===== config.mk =====
export PLATFORM = sky130hd
export DESIGN_NAME = i2c_responder
export DESIGN_NICKNAME = d
export VERILOG_FILES = /design/src/rtl/i2c_responder.sv
export SDC_FILE = /design/constraint.sdc
export NUM_CORES = 1
export LEC_CHECK = 0
export ABC_AREA = 1
export BUFFER_PORTS_ARGS = -buffer_cell sky130_fd_sc_hd__buf_2
export CAP_MARGIN = 20
export CORE_MARGIN = 2
export CORE_UTILIZATION = 45
export CTS_BUF_LIST = sky130_fd_sc_hd__clkbuf_8
export CTS_CLUSTER_DIAMETER = 40
export DETAILED_ROUTE_END_ITERATION = 10
export PLACE_DENSITY = 0.63
export SLEW_MARGIN = 10
export SYNTH_ARGS = -nofsm -noshare
export SYNTH_HDL_FRONTEND = slang
export SYNTH_SLANG_ARGS = --single-unit

===== constraint.sdc =====
create_clock -name clk -period 4 [get_ports clk]
set_input_delay 0.2 -clock clk [delete_from_list [all_inputs] [get_ports clk]]
set_output_delay 0.2 -clock clk [all_outputs]
set_load 0.1 [all_outputs]

===== src/rtl/i2c_responder.sv =====
// i2c_responder: I2C target with 7-bit address match and a 2^MEM_AW x 8 register file behind a byte pointer.
// Define I2C_RESP_AUTOINC_EN to advance the pointer after every data byte.
module i2c_responder #(
    parameter logic [6:0] DEV_ADDR = 7'h50,
    parameter int MEM_AW = 4
) (
    input  logic              clk,
    input  logic              rst,
    input  logic              i2c_scl_i,
    input  logic              i2c_sda_i,
    output logic              resp_sda_o,
    output logic              busy,
    output logic              wr_stb,
    output logic [MEM_AW-1:0] wr_addr,
    output logic [7:0]        wr_data,
    input  logic [MEM_AW-1:0] dbg_addr,
    output logic [7:0]        dbg_data
);
`ifdef I2C_RESP_AUTOINC_EN
    localparam logic [MEM_AW-1:0] P_INC = 1;
`else
    localparam logic [MEM_AW-1:0] P_INC = 0;
`endif
    typedef enum logic [2:0] {S_IDLE, S_ADDR, S_WR, S_RD, S_WAIT} state_t;
    state_t            r_state;
    logic              r_scl_s1, r_scl_s2, r_scl_p, r_sda_s1, r_sda_s2, r_sda_p;
    logic [6:0]        r_shift;
    logic [7:0]        r_tx;
    logic [2:0]        r_bit;
    logic              r_done, r_ph9, r_rw, r_first;
    logic [MEM_AW-1:0] r_ptr;
    logic              r_sda, r_busy, r_wr_stb;
    logic [MEM_AW-1:0] r_wr_addr;
    logic [7:0]        r_wr_data;
    logic [7:0]        r_mem [2**MEM_AW];
    logic              w_rise, w_fall, w_start, w_stop;
    logic [7:0]        w_byte, w_rd_byte;
    assign w_rise     = r_scl_s2 & ~r_scl_p;
    assign w_fall     = ~r_scl_s2 & r_scl_p;
    assign w_start    = r_scl_s2 & r_scl_p & r_sda_p & ~r_sda_s2;
    assign w_stop     = r_scl_s2 & r_scl_p & ~r_sda_p & r_sda_s2;
    assign w_byte     = {r_shift, r_sda_s2};
    assign w_rd_byte  = r_mem[r_ptr];
    assign resp_sda_o = r_sda;
    assign busy       = r_busy;
    assign wr_stb     = r_wr_stb;
    assign wr_addr    = r_wr_addr;
    assign wr_data    = r_wr_data;
    assign dbg_data   = r_mem[dbg_addr];
    always_ff @(posedge clk) begin
        if (rst) begin
            {r_scl_s1, r_scl_s2, r_scl_p, r_sda_s1, r_sda_s2, r_sda_p} <= '1;
            r_state   <= S_IDLE;
            r_shift   <= '0;
            r_tx      <= '0;
            r_bit     <= '0;
            r_done    <= 1'b0;
            r_ph9     <= 1'b0;
            r_rw      <= 1'b0;
            r_first   <= 1'b0;
            r_ptr     <= '0;
            r_sda     <= 1'b1;
            r_busy    <= 1'b0;
            r_wr_stb  <= 1'b0;
            r_wr_addr <= '0;
            r_wr_data <= '0;
            for (int i = 0; i < 2**MEM_AW; i++) r_mem[i] <= '0;
        end else begin
            {r_scl_s1, r_scl_s2, r_scl_p} <= {i2c_scl_i, r_scl_s1, r_scl_s2};
            {r_sda_s1, r_sda_s2, r_sda_p} <= {i2c_sda_i, r_sda_s1, r_sda_s2};
            r_wr_stb <= 1'b0;
            if (w_start) begin
                r_state <= S_ADDR;
                r_bit   <= '0;
                r_done  <= 1'b0;
                r_ph9   <= 1'b0;
                r_sda   <= 1'b1;
                r_busy  <= 1'b1;
            end else if (w_stop) begin
                r_state <= S_IDLE;
                r_done  <= 1'b0;
                r_ph9   <= 1'b0;
                r_sda   <= 1'b1;
                r_busy  <= 1'b0;
            end else if (r_state inside {S_ADDR, S_WR, S_RD}) begin
                if (w_rise) begin
                    if (r_ph9) begin
                        // master NACK on a read byte ends the transfer
                        if (r_state == S_RD && r_sda_s2) begin
                            r_state <= S_WAIT;
                            r_ph9   <= 1'b0;
                        end
                    end else if (!r_done) begin
                        r_shift <= w_byte[6:0];
                        r_bit   <= r_bit + 3'd1;
                        if (r_bit == 3'd7) begin
                            r_done <= 1'b1;
                            if (r_state == S_ADDR) begin
                                if (w_byte[7:1] == DEV_ADDR) begin
                                    r_rw    <= w_byte[0];
                                    r_first <= ~w_byte[0];
                                end else begin
                                    r_state <= S_WAIT;
                                    r_done  <= 1'b0;
                                end
                            end else if (r_state == S_WR) begin
                                if (r_first) begin
                                    r_ptr   <= w_byte[MEM_AW-1:0];
                                    r_first <= 1'b0;
                                end else begin
                                    r_mem[r_ptr] <= w_byte;
                                    r_wr_stb     <= 1'b1;
                                    r_wr_addr    <= r_ptr;
                                    r_wr_data    <= w_byte;
                                    r_ptr        <= r_ptr + P_INC;
                                end
                            end else begin
                                r_ptr <= r_ptr + P_INC;
                            end
                        end
                    end
                end else if (w_fall) begin
                    if (r_done) begin
                        r_done <= 1'b0;
                        r_ph9  <= 1'b1;
                        r_sda  <= (r_state == S_RD);
                    end else if (r_ph9) begin
                        r_ph9 <= 1'b0;
                        if (r_state == S_RD || (r_state == S_ADDR && r_rw)) begin
                            r_state <= S_RD;
                            r_tx    <= w_rd_byte;
                            r_sda   <= w_rd_byte[7];
                        end else begin
                            r_state <= S_WR;
                            r_sda   <= 1'b1;
                        end
                    end else if (r_state == S_RD) begin
                        r_sda <= r_tx[3'd7 - r_bit];
                    end
                end
            end
        end
    end
endmodule


==> impl_metrics.toml <==
[clocking]
clock-root-buffer = "clkbuf_8"
clock_sink_count = 182
worst_setup_hold_path_clk_slew_ns = 0.10
clkLatencyLatePin_ns = 0.47
cts_tree = "built"
max-clock-path-buffers = 2
cts_max_level = 4
post_cts_buffers = 0
cts_resized = 0
cts_made_buffers = 17

[pwr]
power.density_nw_per_um2 = 367
vdd_ir_drop_max_mv = 0.255
cellLeakagePower_uw = 0.00387

[worst_setup_path]
worst-path-max-fanout = 21
worstSetupEndpointType = "register"
crit_type = "reg2reg"
critPathSlowestCell = "dfxtp_1"
timing.critical_path.cells = "inv_2 > nand3_2 > nand2_2 > nor2_2 > nand2_4 > nor3_4 > nand2_4 > nand2_1"
crit_path_start_kind = "register"
worst-endpoint-arrival_ns = 2.87
critical-path-top-cell-by-count = "nand2_4"
worstPathRequired_ns = 4.14
cp.buffers_inverters = 1
critical_path.top_delay_family = "simple AND/OR/NAND/NOR gates"
cpPeakStageDelay_ns = 0.43

[yosys]
seq_area_frac_synth_pct = 52.9
yosysUniqueCellTypes = 31
total_of_flip_flops_plus_latches_after_synthesis = 182
mappedNetlistNets = 1106
synth-warning-count = 0
netlist_instances = 1093
synth_area_sq_um = 9300
syn_area_per_cell_sq_um = 8.51

[drt]
num_vias = 7748
finalWirelength_microns = 26200
firstDrtPassIters = 6
routedWlPerCell_microns = 19.2
drt-vias-per-instance = 5.66
drt_first_iter_violations = 806
drc = 0
count_of_antenna_violating_nets_left_after_detailed_routing = 0

[place]
global_placement_routability_congestion = 0.951
buffers_on_ports = 30
place_hpwl_microns = 17400
place_area_sq_um = 9600

[timing]
timing_max_transition_violations_final = 0
post-route-period-util_pct = 68.3
timing.final.setup_violations = 0
final.setup_skew_ns = 0.0127
worstMarginPinSlew_ns = 1.15
hold_violations = 0
fmax_mhz = 366
period_minus_slack_ns = 2.73
setup_tns_ns = 0
grt_setup_unrepaired = "no"
max-slew-margin-rel_pct = 23.3

[floorplanning]
floorplan_core_area_sq_um = 20200
placement_rows = 52
fp.dieArea_sq_um = 21800
floorplan.initialDensity_pct = 46.0
vertical_extent_of_the_die_microns = 148
io-pin-count = 31
die_boundary_width_microns = 148

[final_layout]
stdcell_area_sq_um = 10000
share_of_layout_cells_above_drive_strength_1_pct = 11.4
nNetsFinal = 1098
layout.cells.most_common = "nor2_1"
antennaDiodeCount = 0
final_core_utilization_pct = 49.6
flow.area_growth_from_synthesis_pct = 7.98
mostFrequentLayoutCells = "151 x nor2_1, 128 x edfxtp_1, 124 x nand2_1"

[run_status]
outcome = "completed"

[global_route]
globalRoute.totalOverflow = 0
grt.total_usage_pct = 24.5
largest_net_degree_at_the_start_of_global_routing = 110
antenna_found_initial = 2
grt_pass1_vias = 6809
wire_length_of_the_first_global_routing_pass_microns = 40200

[job]
max_cap_viol_count = 0

[min_path]
hold_class = "in2reg"
-- cell usage after synthesis --
cell type	n	area, sq um
nor3_4	4	65.1
nand4_1	1	6.26
nor2_2	19	119
buf_2	6	30.0
edfxtp_1	128	3840
a41oi_1	1	8.76
a211oi_1	1	7.51
o21ai_1	6	30.0
or2_2	5	31.3
a21oi_1	112	561
nand3_2	1	10.0
nand2_2	1	6.26
nor3_1	5	25.0
o21ai_0	114	571
nor4_2	1	12.5
inv_1	112	420
buf_1	9	33.8
o22ai_1	4	25.0
inv_2	3	11.3
clkinv_1	7	26.3
nor2_1	151	567
nand2_4	17	191
clkbuf_1	54	203
a31oi_1	1	6.26
o21ai_2	1	8.76
ha_1	5	62.6
dfxtp_1	54	1080
o211ai_1	47	353
nand2_1	124	465
nand3_1	92	460
o221ai_1	7	61.3
-- state kept, by name (all words and copies together) (netlist names), named ones only --
| signal | cells |
|---|---|
| r_ph9 | 1 |
| r_tx | 8 |
| r_ptr | 4 |
| wr_addr | 4 |
| wr_stb | 1 |
| r_done | 1 |
| r_bit | 3 |
| r_sda_p | 1 |
| r_shift | 7 |
| r_rw | 1 |
| r_scl_p | 1 |
| r_first | 1 |
| resp_sda_o | 1 |
| r_sda_s1 | 1 |
| r_mem | 128 |
| busy | 1 |
| r_sda_s2 | 1 |
| r_scl_s2 | 1 |
| wr_data | 8 |
| r_state | 3 |
| r_scl_s1 | 1 |
-- layout make-up --
type,instances,area (sq um)
fillers,1916,10200
flip-flops and latches,182,4930
multi-input cells,720,3660
inverters,122,458
well taps,270,338
repair buffers,42,272
clock buffers,17,234
clock inverters,15,151
-- metal layers --
metal,GRT usage [%],vias to the layer above,part of all wire [%]
li1,-,3709,-
met1,36.4,3641,45
met2,36.5,367,45
met3,4.07,31,8.6
met4,8.17,0,2.0
met5,0,-,0
-- report_power, final --
part / internal [uW] / leakage, uW / switching (uW)
combinational: 72.3 / 0.00202 / 261
sequential: 2080 / 0.00166 / 34.8
clock: 559 / 0.000199 / 688
-- kinds of logic (layout without fill, tap and decap cells) --
group	Yosys count	count (layout)	synth area share [%]
AO/OA/AOI/OAI	294	294	17.5
adder cells (fa/ha/maj)	5	5	0.672
AND/OR/NAND/NOR	421	421	21.1
flip-flops	182	182	52.9
buffers and inverters	191	196	7.79
-- stage by stage --
step                      instances  hold WS [ns]  total power, uW  worst slack (ns)
after floorplan                1093         0.304             2380             0.641
after global placement         1332         0.381             2480              1.37
after detailed placement       1332         0.385             2480              1.30
after CTS                      1366       0.00836             3700              1.28
after global routing           1368        0.0261             3810              1.10
final                          1368        0.0280             3690              1.27
-- what timing repair did --
action / in CTS / in global routing
setup endpoints to repair: 0 / 0
hold buffers: 2 / 0
endpoints found under the hold margin: 2 / 0
-- worst paths after layout --
path	slack (ns)	end	cells after the start	startpoint
min	0.03	r_shift[0]$_SDFFE_PP0P_	2	rst
max reg2reg	1.27	r_mem[9][1]$_SDFFCE_PN0P_	8	r_sda_s2$_SDFF_PP1_
max	1.27	r_mem[9][1]$_SDFFCE_PN0P_	8	r_sda_s2$_SDFF_PP1_
min reg2reg	0.42	r_scl_s2$_SDFF_PP1_	1	r_scl_s1$_SDFF_PP1_
No activity file was read; power rests on OpenSTA's default activity.
